<file path="src/rtl/cpu_types_pkg.sv">
// Types shared by the cores, the memory controller and the RAM model.
package cpu_types_pkg;

    typedef logic [31:0] word_t;

    typedef enum logic [1:0] {
        FREE,
        BUSY,
        ACCESS,
        ERROR
    } ramstate_t;

endpackage

</file>
<file path="src/rtl/ram_arb_pkg.sv">
// State and operation encodings for the RAM port arbiter.
package ram_arb_pkg;

    typedef enum logic [1:0] {
        IDLE,
        ISSUE,
        RETRY
    } arb_state_t;

    typedef enum logic {
        OP_RD,
        OP_WR
    } op_t;

endpackage

</file>
<file path="src/rtl/ram_port_arbiter_rr_picker.sv">
// Combinational winner select: lowest aged index, else round robin from rr_ptr.
module rr_picker #(
    parameter int NREQ = 4,
    parameter int IW   = 2
) (
    input  logic [NREQ-1:0] active,
    input  logic [IW-1:0]   rr_ptr,
    input  logic [NREQ-1:0] aged,
    output logic [IW-1:0]   winner,
    output logic            valid
);

    always_comb begin
        int idx;
        winner = '0;
        valid  = |active;
        idx    = 0;
        if (|aged) begin
            for (int i = NREQ - 1; i >= 0; i--) begin
                if (aged[IW'(i)]) winner = IW'(i);
            end
        end else begin
            // Descending scan so the closest index after rr_ptr is written last.
            for (int k = NREQ - 1; k >= 0; k--) begin
                idx = int'(rr_ptr) + k;
                if (idx >= NREQ) idx = idx - NREQ;
                if (active[IW'(idx)]) winner = IW'(idx);
            end
        end
    end

endmodule

</file>
<file path="src/rtl/ram_port_arbiter.sv">
// Shares the single RAM port among NREQ requesters with round robin,
// starvation override and bounded retry on RAM ERROR.
module ram_port_arbiter
    import cpu_types_pkg::*;
    import ram_arb_pkg::*;
#(
    parameter int NREQ      = 4,
    parameter int MAX_WAIT  = 3,
    parameter int MAX_RETRY = 2
) (
    input  logic                    CLK,
    input  logic                    RST,
    input  logic [NREQ-1:0]         req_ren,
    input  logic [NREQ-1:0]         req_wen,
    input  word_t                   req_addr [NREQ],
    input  word_t                   req_store [NREQ],
    output logic [NREQ-1:0]         req_wait,
    output word_t                   req_load,
    output logic [NREQ-1:0]         req_err,
    output logic                    ramREN,
    output logic                    ramWEN,
    output word_t                   ramaddr,
    output word_t                   ramstore,
    input  word_t                   ramload,
    input  ramstate_t               ramstate,
    output logic [$clog2(NREQ)-1:0] owner,
    output logic                    busy
);

    localparam int IW = $clog2(NREQ);
    localparam int AW = $clog2(MAX_WAIT + 1);
    localparam int RW = $clog2(MAX_RETRY + 1);

    arb_state_t      state_q, state_d;
    logic [IW-1:0]   owner_q, rr_ptr_q, win;
    op_t             op_q;
    word_t           addr_q, store_q;
    logic [RW-1:0]   retry_q;
    logic [AW-1:0]   age_q [NREQ];
    logic [NREQ-1:0] active, aged;
    logic            win_vld, own_act;
    logic            done, fail, abort, retry_inc;

    assign active  = req_ren | req_wen;
    assign own_act = active[owner_q];

    always_comb begin
        aged = '0;
        for (int i = 0; i < NREQ; i++) begin
            aged[IW'(i)] = active[IW'(i)] && (age_q[i] >= AW'(MAX_WAIT));
        end
    end

    rr_picker #(
        .NREQ (NREQ),
        .IW   (IW)
    ) u_pick (
        .active (active),
        .rr_ptr (rr_ptr_q),
        .aged   (aged),
        .winner (win),
        .valid  (win_vld)
    );

    always_comb begin
        state_d   = state_q;
        done      = 1'b0;
        fail      = 1'b0;
        abort     = 1'b0;
        retry_inc = 1'b0;
        unique case (state_q)
            IDLE: begin
                if (win_vld) state_d = ISSUE;
            end
            ISSUE: begin
                if (!own_act) begin
                    abort   = 1'b1;
                    state_d = IDLE;
                end else if (ramstate == ACCESS) begin
                    done    = 1'b1;
                    state_d = IDLE;
                end else if (ramstate == ERROR) begin
                    if (retry_q < RW'(MAX_RETRY)) begin
                        retry_inc = 1'b1;
                        state_d   = RETRY;
                    end else begin
                        done    = 1'b1;
                        fail    = 1'b1;
                        state_d = IDLE;
                    end
                end
            end
            RETRY: state_d = ISSUE;
            default: state_d = IDLE;
        endcase
    end

    // Enables are gated by the owner's request so an abort drops them at once.
    assign ramREN   = (state_q == ISSUE) && own_act && (op_q == OP_RD);
    assign ramWEN   = (state_q == ISSUE) && own_act && (op_q == OP_WR);
    assign ramaddr  = addr_q;
    assign ramstore = store_q;
    assign owner    = owner_q;
    assign busy     = (state_q != IDLE);

    always_comb begin
        req_wait = '1;
        req_err  = '0;
        req_load = '0;
        if (done) begin
            req_wait[owner_q] = 1'b0;
            req_err[owner_q]  = fail;
            if (op_q == OP_RD) req_load = ramload;
        end
    end

    always_ff @(posedge CLK or posedge RST) begin
        if (RST) begin
            state_q  <= IDLE;
            owner_q  <= '0;
            rr_ptr_q <= '0;
            op_q     <= OP_RD;
            addr_q   <= '0;
            store_q  <= '0;
            retry_q  <= '0;
            for (int i = 0; i < NREQ; i++) age_q[i] <= '0;
        end else begin
            state_q <= state_d;
            if (state_q == IDLE) begin
                for (int i = 0; i < NREQ; i++) begin
                    if (win_vld && active[IW'(i)] && (IW'(i) != win)) begin
                        if (age_q[i] != AW'(MAX_WAIT)) age_q[i] <= age_q[i] + AW'(1);
                    end else begin
                        age_q[i] <= '0;
                    end
                end
                if (win_vld) begin
                    owner_q <= win;
                    addr_q  <= req_addr[win];
                    store_q <= req_store[win];
                    op_q    <= req_wen[win] ? OP_WR : OP_RD;
                end
            end
            if (done || abort) begin
                retry_q  <= '0;
                rr_ptr_q <= (owner_q == IW'(NREQ - 1)) ? '0 : owner_q + IW'(1);
            end else if (retry_inc) begin
                retry_q <= retry_q + RW'(1);
            end
        end
    end

endmodule
</file>
<file path="config.mk">
export PLATFORM = sky130hd
export DESIGN_NAME = ram_port_arbiter
export DESIGN_NICKNAME = d
export VERILOG_FILES = /design/src/rtl/cpu_types_pkg.sv /design/src/rtl/ram_arb_pkg.sv /design/src/rtl/ram_port_arbiter_rr_picker.sv /design/src/rtl/ram_port_arbiter.sv
export SDC_FILE = /design/constraint.sdc
export NUM_CORES = 1
export LEC_CHECK = 0
export ABC_AREA = 1
export CORE_AREA = 2 2 161 163
export CTS_CLUSTER_DIAMETER = 40
export DETAILED_ROUTE_END_ITERATION = 16
export DIE_AREA = 0 0 163 165
export PLACE_DENSITY = 0.59
export SKIP_CTS_REPAIR_TIMING = 1
export SYNTH_ARGS = -nofsm -noshare
export SYNTH_HDL_FRONTEND = slang
export SYNTH_SLANG_ARGS = --single-unit
</file>
<file path="constraint.sdc">
create_clock -name CLK -period 3.1 [get_ports CLK]
set_input_delay 0.62 -clock CLK [delete_from_list [all_inputs] [get_ports CLK]]
set_output_delay 0.62 -clock CLK [all_outputs]
set_load 0.005 [all_outputs]
</file>
After elaboration in Yosys (flattened, before gate mapping)
Cells that the tools add are included.

Register bits after elaboration: 77. Output and inout port bits: 109. Word-level logic and storage cells: 145.

Add/subtract/negate cells: 11. Order comparisons: 15. Equal/unequal tests: 12. Muxes and demuxes: 72. Bitwise logic cells: 5. Reduce and logical (&&, ||, !) cells: 21.

Operators with widths (count): 32-bit two-way mux (6); 32-bit binary-select mux with 2-bit select (2); 2-bit two-way mux (27); 1-bit two-way mux (27); 2-bit by 4-bit less-than comparator with 1-bit output (second input constant) (4); 1-bit binary-select mux with 2-bit select (6); 3-bit >= comparator (second input constant) (4); 1-bit logical AND (10); 2-bit by 1-bit adder with 2-bit output (second input constant) (4); 2-bit == test (second input constant) (4); 4-bit two-way mux (2); 2-bit AND reduction (4); 2-bit by 1-bit subtractor with 2-bit output (second input constant) (4); 2-bit by 2-bit adder with 3-bit output (second input constant) (2); 2-bit by 3-bit less-than comparator with 1-bit output (second input constant) (2); 2-bit inequality test (second input constant) (3); 2-bit case mux with 3 select lines (1); 2-bit nonzero test (3); 4-bit bitwise AND (1); 2-bit >= comparator (second input constant) (2); 2-bit by 1-bit inequality test with 1-bit output (second input constant) (2); 4-bit inequality test (second input constant) (1); 4-bit NOT (1); 4-bit OR (1); 13 further kinds (13).

Depth between registers and ports, before layout
Gate-level depths: netlist of the first run.

Depth after elaboration: 16. Mapped depth: 19. Gate-level depth less buffers: 17.

Cells and area by module
From an unflattened synthesis of the first run, not the netlist that was laid out.

Cell total of the unflattened synthesis: 809. Area, all modules: 5761.8 µm².

By module, submodules not included: ram_port_arbiter (times used 1, cells each 756, area an instance 5524.0 µm², sequential area each 1926.8 µm²); rr_picker (times used 1, cells each 53, area an instance 237.7 µm², sequential area each 0.0 µm²).

Least setup slack after synthesis of the first run
Ideal clock, no wire load.

Path kind: input port to output port. Start point: input req_ren[1]. End point: output req_load[0]. Arrival time: 1.837 ns. Required time: 2.480 ns. Slack: 0.643 ns. Stages on the path: 9. Path buffers: 1. Cells stage by stage: nor2_2 -> inv_1 -> o21ai_0 -> nand2_1 -> nand3_1 -> a21oi_1 -> nand2_1 -> clkbuf_1 -> nor2_1.

Cells in the longest elaborated chain, start to end: 6.

Ends and longest elaborated chain: start: declaration (line ram_port_arbiter.sv:13) `input logic [NREQ-1:0] req_ren,`; 4-bit OR (line ram_port_arbiter.sv:44) `assign active = req_ren | req_wen;`; 1-bit binary-select mux with 2-bit select (line ram_port_arbiter.sv:45) `assign own_act = active[owner_q];`; 1-bit two-way mux (not written as such) (line ram_port_arbiter.sv:45); 1-bit two-way mux (line ram_port_arbiter.sv:76) `if (!own_act) begin`; 1-bit two-way mux (line ram_port_arbiter.sv:71) `unique case (state_q)`; 32-bit two-way mux (line ram_port_arbiter.sv:110) `if (done) begin`; end: declaration (line ram_port_arbiter.sv:18) `output word_t req_load,`.

Every way passes these cells. The select of a mux whose other input is x is not followed.

Worst setup path in the final report of the first run
Start point: input req_wen[0]. End point: output req_err[0].

Cells in the longest elaborated chain, start to end: 7.

Ends and longest elaborated chain: start: declaration (line ram_port_arbiter.sv:14) `input logic [NREQ-1:0] req_wen,`; 4-bit OR * (line ram_port_arbiter.sv:44); 1-bit binary-select mux with 2-bit select * (line ram_port_arbiter.sv:45); 1-bit two-way mux (not written as such) * (line ram_port_arbiter.sv:45); 1-bit two-way mux (line ram_port_arbiter.sv:76); 1-bit two-way mux (line ram_port_arbiter.sv:71); 4-bit bitwise AND (no line); 4-bit two-way mux * (line ram_port_arbiter.sv:110); end: declaration (line ram_port_arbiter.sv:19) `output logic [NREQ-1:0] req_err,`.

Every way passes the cells marked *; elsewhere a longest branch is shown, timed or not. The select of a mux whose other input is x is not followed.

==> results of run 1 <==
-- cells by family (layout without fill, tap and decap cells) --
family / after synthesis / after routing
simple gates: 796 / 796
fa+ha+maj: 6 / 6
buf+inv: 295 / 674
mux: 1 / 1
flops: 77 / 77
compound gates: 16 / 16
-- cell usage after synthesis (all sizes together) --
cell type / number / area, µm²
a21oi: 6 / 37.5
a31o: 1 / 8.76
buf: 42 / 284
clkbuf: 32 / 120
dfrtp: 77 / 1930
ha: 6 / 75.1
inv: 221 / 830
mux2i: 1 / 10.0
nand2: 498 / 1880
nand3: 213 / 1080
nand3b: 32 / 240
nand4: 1 / 6.26
nor2: 52 / 203
o21ai: 8 / 40.0
o22ai: 1 / 6.26
-- through the flow --
| stage | TNS [ps] | util, % | instances |
|---|---|---|---|
| floorplan | 0 | - | 1191 |
| global placement | -5320 | 44.8 | 1883 |
| detailed placement | -7070 | 44.8 | 1883 |
| CTS | -7550 | 46.1 | 1898 |
| global route | -522 | 46.8 | 1900 |
| finish | 0 | 46.8 | 1900 |
-- worst paths after layout --
path                           endpoint  slack, ps  cells after the start
max                          req_err[0]         70                     10
min                         ramaddr[28]        480                      2
max reg2reg                 ramaddr[28]        750                     17
min reg2reg                 ramaddr[28]        480                      2
max in group asynchronous  ramstore[18]       2040                      3
min in group asynchronous   ramaddr[27]        680                      3
-- flip-flops by register name (all words and copies together) (netlist names) --
signal    flops
owner         2
op_q          1
rr_ptr_q      2
ramaddr      32
ramstore     32
retry_q       2
age_q         4
state_q       2
-- critical path: cells and delay by family --
kind                   cells  cell delay (ps)
buffers and inverters      3             1100
and+or+nand+nor            5              440
AOI/OAI and AO/OA          2              230
-- layer usage --
metal / part of all wire, % / global-route usage (%) / routed length (µm) / up-vias
li1: - / - / - / 4312
met1: 42 / 24.3 / 11800 / 3683
met2: 47 / 34.6 / 13400 / 310
met3: 8.3 / 5.63 / 2330 / 39
met4: 2.4 / 6.72 / 663 / 0
met5: 0 / 0 / 0 / -
-- layout make-up --
| class | count | area share, % |
|---|---|---|
| clock buffer | 12 | 2.27 |
| timing repair buffer | 438 | 38.8 |
| sequential | 77 | 16.4 |
| inverter | 221 | 7.08 |
| tap | 330 | 3.52 |
| multi-input combinational | 819 | 31.3 |
| clock inverter | 3 | 0.576 |
-- report_power, final --
group          internal [mW]  switching [mW]
clock network          0.768           0.441
registers               1.53           0.305
logic                   3.35            4.80
total                   5.65            5.54
==> results.md, run 1 <==
* Final setup viols at 0
* Distinct cells, synth at 24
* Depth of the CTS H-tree at 3
* Vias in the first global route at 7907
* Fill cells at 2633
* Total gr overflow at 0
* TritonCTS Buffers at 9
* DR WL/cell at 14.8 µm
* Setup ws final at 74.5 ps
* Core footprint at 0.0250 mm²
* Clk_lat worst skew at 340 ps
* Multi-input combinational cell area at 0.00367 mm²
* Synth warn at 0
* Register area at between 0.0015 and 0.002 mm²
* PwrDens at 954 mW/mm²
* Total GRT Usage at roughly a fifth
* Via density at 4.39
* Die area at 0.0269 mm²
* I/O Buffers at 408
* Drc violations at 0
* Startpoint Class: input pin
* Syn avg cell area at ~5.7 µm²
* Via count at 8344
* First DRT Iteration DRCs at 458
* Crit path max fanout at 4
* Antenna diodes at 0
* Worst Tran Pin Value at between 500 and 600 ps
* Min-delay worst type: flip-flop to flip-flop
* Total power at 11.2 mW
* Post-Synthesis Cells at 1191
* Outcome: finished clean
* P_leak at between 6 and 7 nW
* CTS max path bufs at 2
* Global-route wire length before repair at 42.5 mm
* Largest family of logic cells by synthesized area: simple AND/OR/NAND/NOR gates
* Yosys reg bits at 77
* CP max stage cell: clkdlybuf4s50_1
* Clock Skew at 8.03 ps
* Tcrit/Tclk final at 97.6%
* CP cell instances: clkdlybuf4s50_1 > nor2_2 > a21oi_2 > o21ai_2 > nand2_2 > nand3_4 > inv_2 > nand3_4 > nor2_1 > clkdlybuf4s50_1
* Worst Hold Launch: ramaddr[28]
* Max-Cap Viols at 0
* Hold Slack at 478 ps
* Gpl congestion at 0.836
* Fraction of synthesized area in multiplexers at 0.148%
* Slew HR at 60.2%
* # clock sinks at 77
* Hpwl dp at slightly above 20 mm
* Placed instance area at between 0.01 and 0.015 mm²
* Synthesized area at 0.00675 mm²
* CTS root buf: clkbuf_16
* Compound-Gate Fraction of Synth Area at 1.37%
* Synth Area in Simple Gates at roughly half
* Largest net degree at the start of global routing at roughly 80
* Crit path kind: input pin to primary output
* Worst vdd ir at 651 µV
* Worst r2r src: rr_ptr_q[0]
* Post-route cell area at 0.0117 mm²
* Adder-Cell Fraction of Synth Area at 1.11%
* DIE WIDTH at roughly 160 µm
* Worst setup EP type: primary output
* Ratio of cells with drive above 1 in the final layout at 4.84%
* Crit path time final at 3030 ps
* Starting Density at between 20% and 30%
* Initial DRT Pass Iterations at 4
* CTS clk-pin slew, worst paths at 60 ps
* XOR/XNOR Fraction of Synth Area at 0%
* IO Pins at 409
* Die Ht at 165 µm
* CP Launch Point: req_wen[0]
* WL final at 28.2 mm
* Initial antenna violation count at 0
* Layout Area Growth over Synthesis at 73.8%
* Num rows at 58
* CP Data Arrival Time at between 2000 and 2500 ps
* Final Max Slew Viols at 0
* Max frequency at 331 MHz
* CP required at 2480 ps
* Synth Net Count at roughly 1.5k
* CP peak stage delay at between 500 and 600 ps
* RSZ-0062 raised after global routing: true
* Nets at 1872
* Leading cell type in the layout, fill and taps excluded: nand2_1
* Pre-CTS WS at -223 ps
* Most frequent cells in the layout: 494 x nand2_1, 374 x clkdlybuf4s50_1, 211 x inv_1, 209 x nand3_1, 77 x dfrtp_1
* CTS tree: built
* Seq/Total Area, Yosys at ~29%
* Antenna viol nets, final at 0
* Final Hold Fails at 0
Note: power is estimated with default switching activity, not from simulation.
==> inputs of run 2 (changes only) <==
--- a/config.mk
+++ b/config.mk
@@ -6,11 +6,11 @@
 export NUM_CORES = 1
 export LEC_CHECK = 0
 export ABC_AREA = 1
-export CORE_AREA = 2 2 161 163
+export CORE_AREA = 2 2 159 161
 export CTS_CLUSTER_DIAMETER = 40
 export DETAILED_ROUTE_END_ITERATION = 16
-export DIE_AREA = 0 0 163 165
-export PLACE_DENSITY = 0.59
+export DIE_AREA = 0 0 161 163
+export PLACE_DENSITY = 0.6
 export SKIP_CTS_REPAIR_TIMING = 1
 export SYNTH_ARGS = -nofsm -noshare
 export SYNTH_HDL_FRONTEND = slang
==> constraint.sdc (replaced) <==
create_clock -name CLK -period 3.7 [get_ports CLK]
set_input_delay 0.74 -clock CLK [delete_from_list [all_inputs] [get_ports CLK]]
set_output_delay 0.74 -clock CLK [all_outputs]
set_load 0.005 [all_outputs]
==> run 2 against run 1 <==
Against the previous run: die area fell by 2.4%; sequential share of layout area up 0.45 points; power shrank 19%; global-route usage grew 0.24 points.
==> results.md, run 2 (synthesis results as in run 1) <==
* CP Data Arrival Time at 2790 ps
* Depth of the CTS H-tree at 3
* Clock power frac at 10.9%
* Vias in the first global route at approximately 8.2k
* PwrDens at slightly below 800 mW/mm²
* CTS clk-pin slew, worst paths at 60 ps
* Worst setup EP type: primary output
* Part of the power in combinational logic at 72.2%
* Max-Cap Viols at 0
* Drc violations at 0
* Sw frac at about half
* Net switching power figure at 4.52 mW
* Min-delay worst type: flip-flop to flip-flop
* Slew HR at 42.4%
* Tcrit/Tclk final at 95.5%
* Outcome: finished clean
* CTS tree: built
* Total gr overflow at 0
* Most frequent cells in the layout: 496 x nand2_1, 408 x clkdlybuf4s50_1, 212 x nand3_1, 212 x inv_1, 77 x dfrtp_1
* Hpwl dp at 19.6 mm
* Clock Skew at 10.4 ps
* Global-route wire length before repair at 42.8 mm
* CTS max path bufs at 2
* Clk_lat worst skew at roughly 350 ps
* Ratio of cells with drive above 1 in the final layout at 3.21%
* DR WL/cell at 14.3 µm
* RSZ-0062 raised after global routing: false
* Layout Area Growth over Synthesis at 69.1%
* Core footprint at ~0.025 mm²
* Max frequency at 283 MHz
* Gpl congestion at 0.849
* # clock sinks at 77
* Antenna viol nets, final at 0
* DIE WIDTH at 161 µm
* Worst Tran Pin Value at 865 ps
* Fill cells at roughly 2.6k
* CP required at 2960 ps
* Leading cell type in the layout, fill and taps excluded: nand2_1
* I/O Buffers at 408
* Die area at 0.0262 mm²
* Via density at 4.40
* Crit path max fanout at 32
* Largest net degree at the start of global routing at 132
* Die Ht at ~160 µm
* IO Pins at 409
* CTS root buf: clkbuf_16
* First DRT Iteration DRCs at 542
* Crit path time final at around 3500 ps
* Startpoint Class: input pin
* Via count at 8308
* Sequential Power Share at 16.9%
* Final Max Slew Viols at 0
* Total GRT Usage at around a fifth
* Worst vdd ir at 704 µV
* Setup_tns at 0 ps
* FF-to-FF setup slack at around 1200 ps
* Num rows at between 50 and 60
* Placed instance area at 0.0111 mm²
* TritonCTS Buffers at 9
* Starting Density at 27.4%
* Final setup viols at 0
* P_leak at 6.09 nW
* Internal cell power at 4.53 mW
* Post-route cell area at 0.0114 mm²
* Total power at 9.05 mW
* Final Hold Fails at 0
* WL final at between 20 and 30 mm
* Initial antenna violation count at 1
* Initial DRT Pass Iterations at 5
* Crit path kind: input pin to primary output
* Nets at 1857
## run 2: changes by cell type in the layout (fill, tap and decap cells not counted), moves of 3 or more
cell	change
dlymetal6s2s_1	-34
buf_4	-11
clkdlybuf4s50_1	+34
nand3_1	+3
nor2_1	+3
## run 2: through the flow
stage | instances | hold WS, ps | utilization, % | setup slack [ps]
6_report | 1887 | 476 | 46.3 | 168
3_5_place_dp | 1870 | 464 | 44.9 | 137
2_1_floorplan | 1191 | 457 | - | 993
3_3_place_gp | 1870 | 461 | 44.9 | 178
5_1_grt | 1887 | 491 | 46.3 | 9.97
4_1_cts | 1886 | 480 | 46.2 | 134
## run 2: cell type report
cell class	count	area (µm²)	area share [%]
multi-input combinational	819	3610	31.6
sequential	77	1930	16.9
clock buffer	12	256	2.25
antenna	1	2.50	0.0219
timing repair buffer	423	4310	37.7
tap	330	413	3.62
clock inverter	4	70.1	0.614
inverter	221	831	7.28
## run 2: power groups by stage
stage                     logic [mW]  registers [mW]  clock network [mW]
final                           6.53            1.53               0.991
after global routing            7.47            1.59                1.06
after CTS                       6.66            1.53                1.03
after detailed placement        6.63            1.54                   0
after global placement          6.61            1.53                   0
after floorplan                 4.30            1.54                   0
## run 2: path summary, 6_finish.rpt
check,to,depth (start not counted),from
worst max register to register,ramstore[27],11,age_q[6]
min in group asynchronous,ramstore[22],2,RST
worst max-delay path,req_load[0],11,req_wen[0]
worst min-delay path,ramstore[5],2,ramstore[5]
max in group asynchronous,ramaddr[18],3,RST
worst min register to register,ramstore[5],2,ramstore[5]
## run 2: routing by layer
layer,GRT usage [%],up-vias,part of all wire (%)
met1,24.0,3703,42
met4,7.02,0,2.3
met2,36.0,283,48
met3,5.30,33,7.8
met5,0,-,0
li1,-,4289,-
## run 2: critical path: stages
cell	delay, ps
clkdlybuf4s50_1	490
nor2_2	80
a21oi_1	110
o21ai_0	130
nand2_1	110
nand3_1	110
a21oi_2	140
nand2_1	100
buf_12	170
nor2_1	100
clkdlybuf4s50_1	510
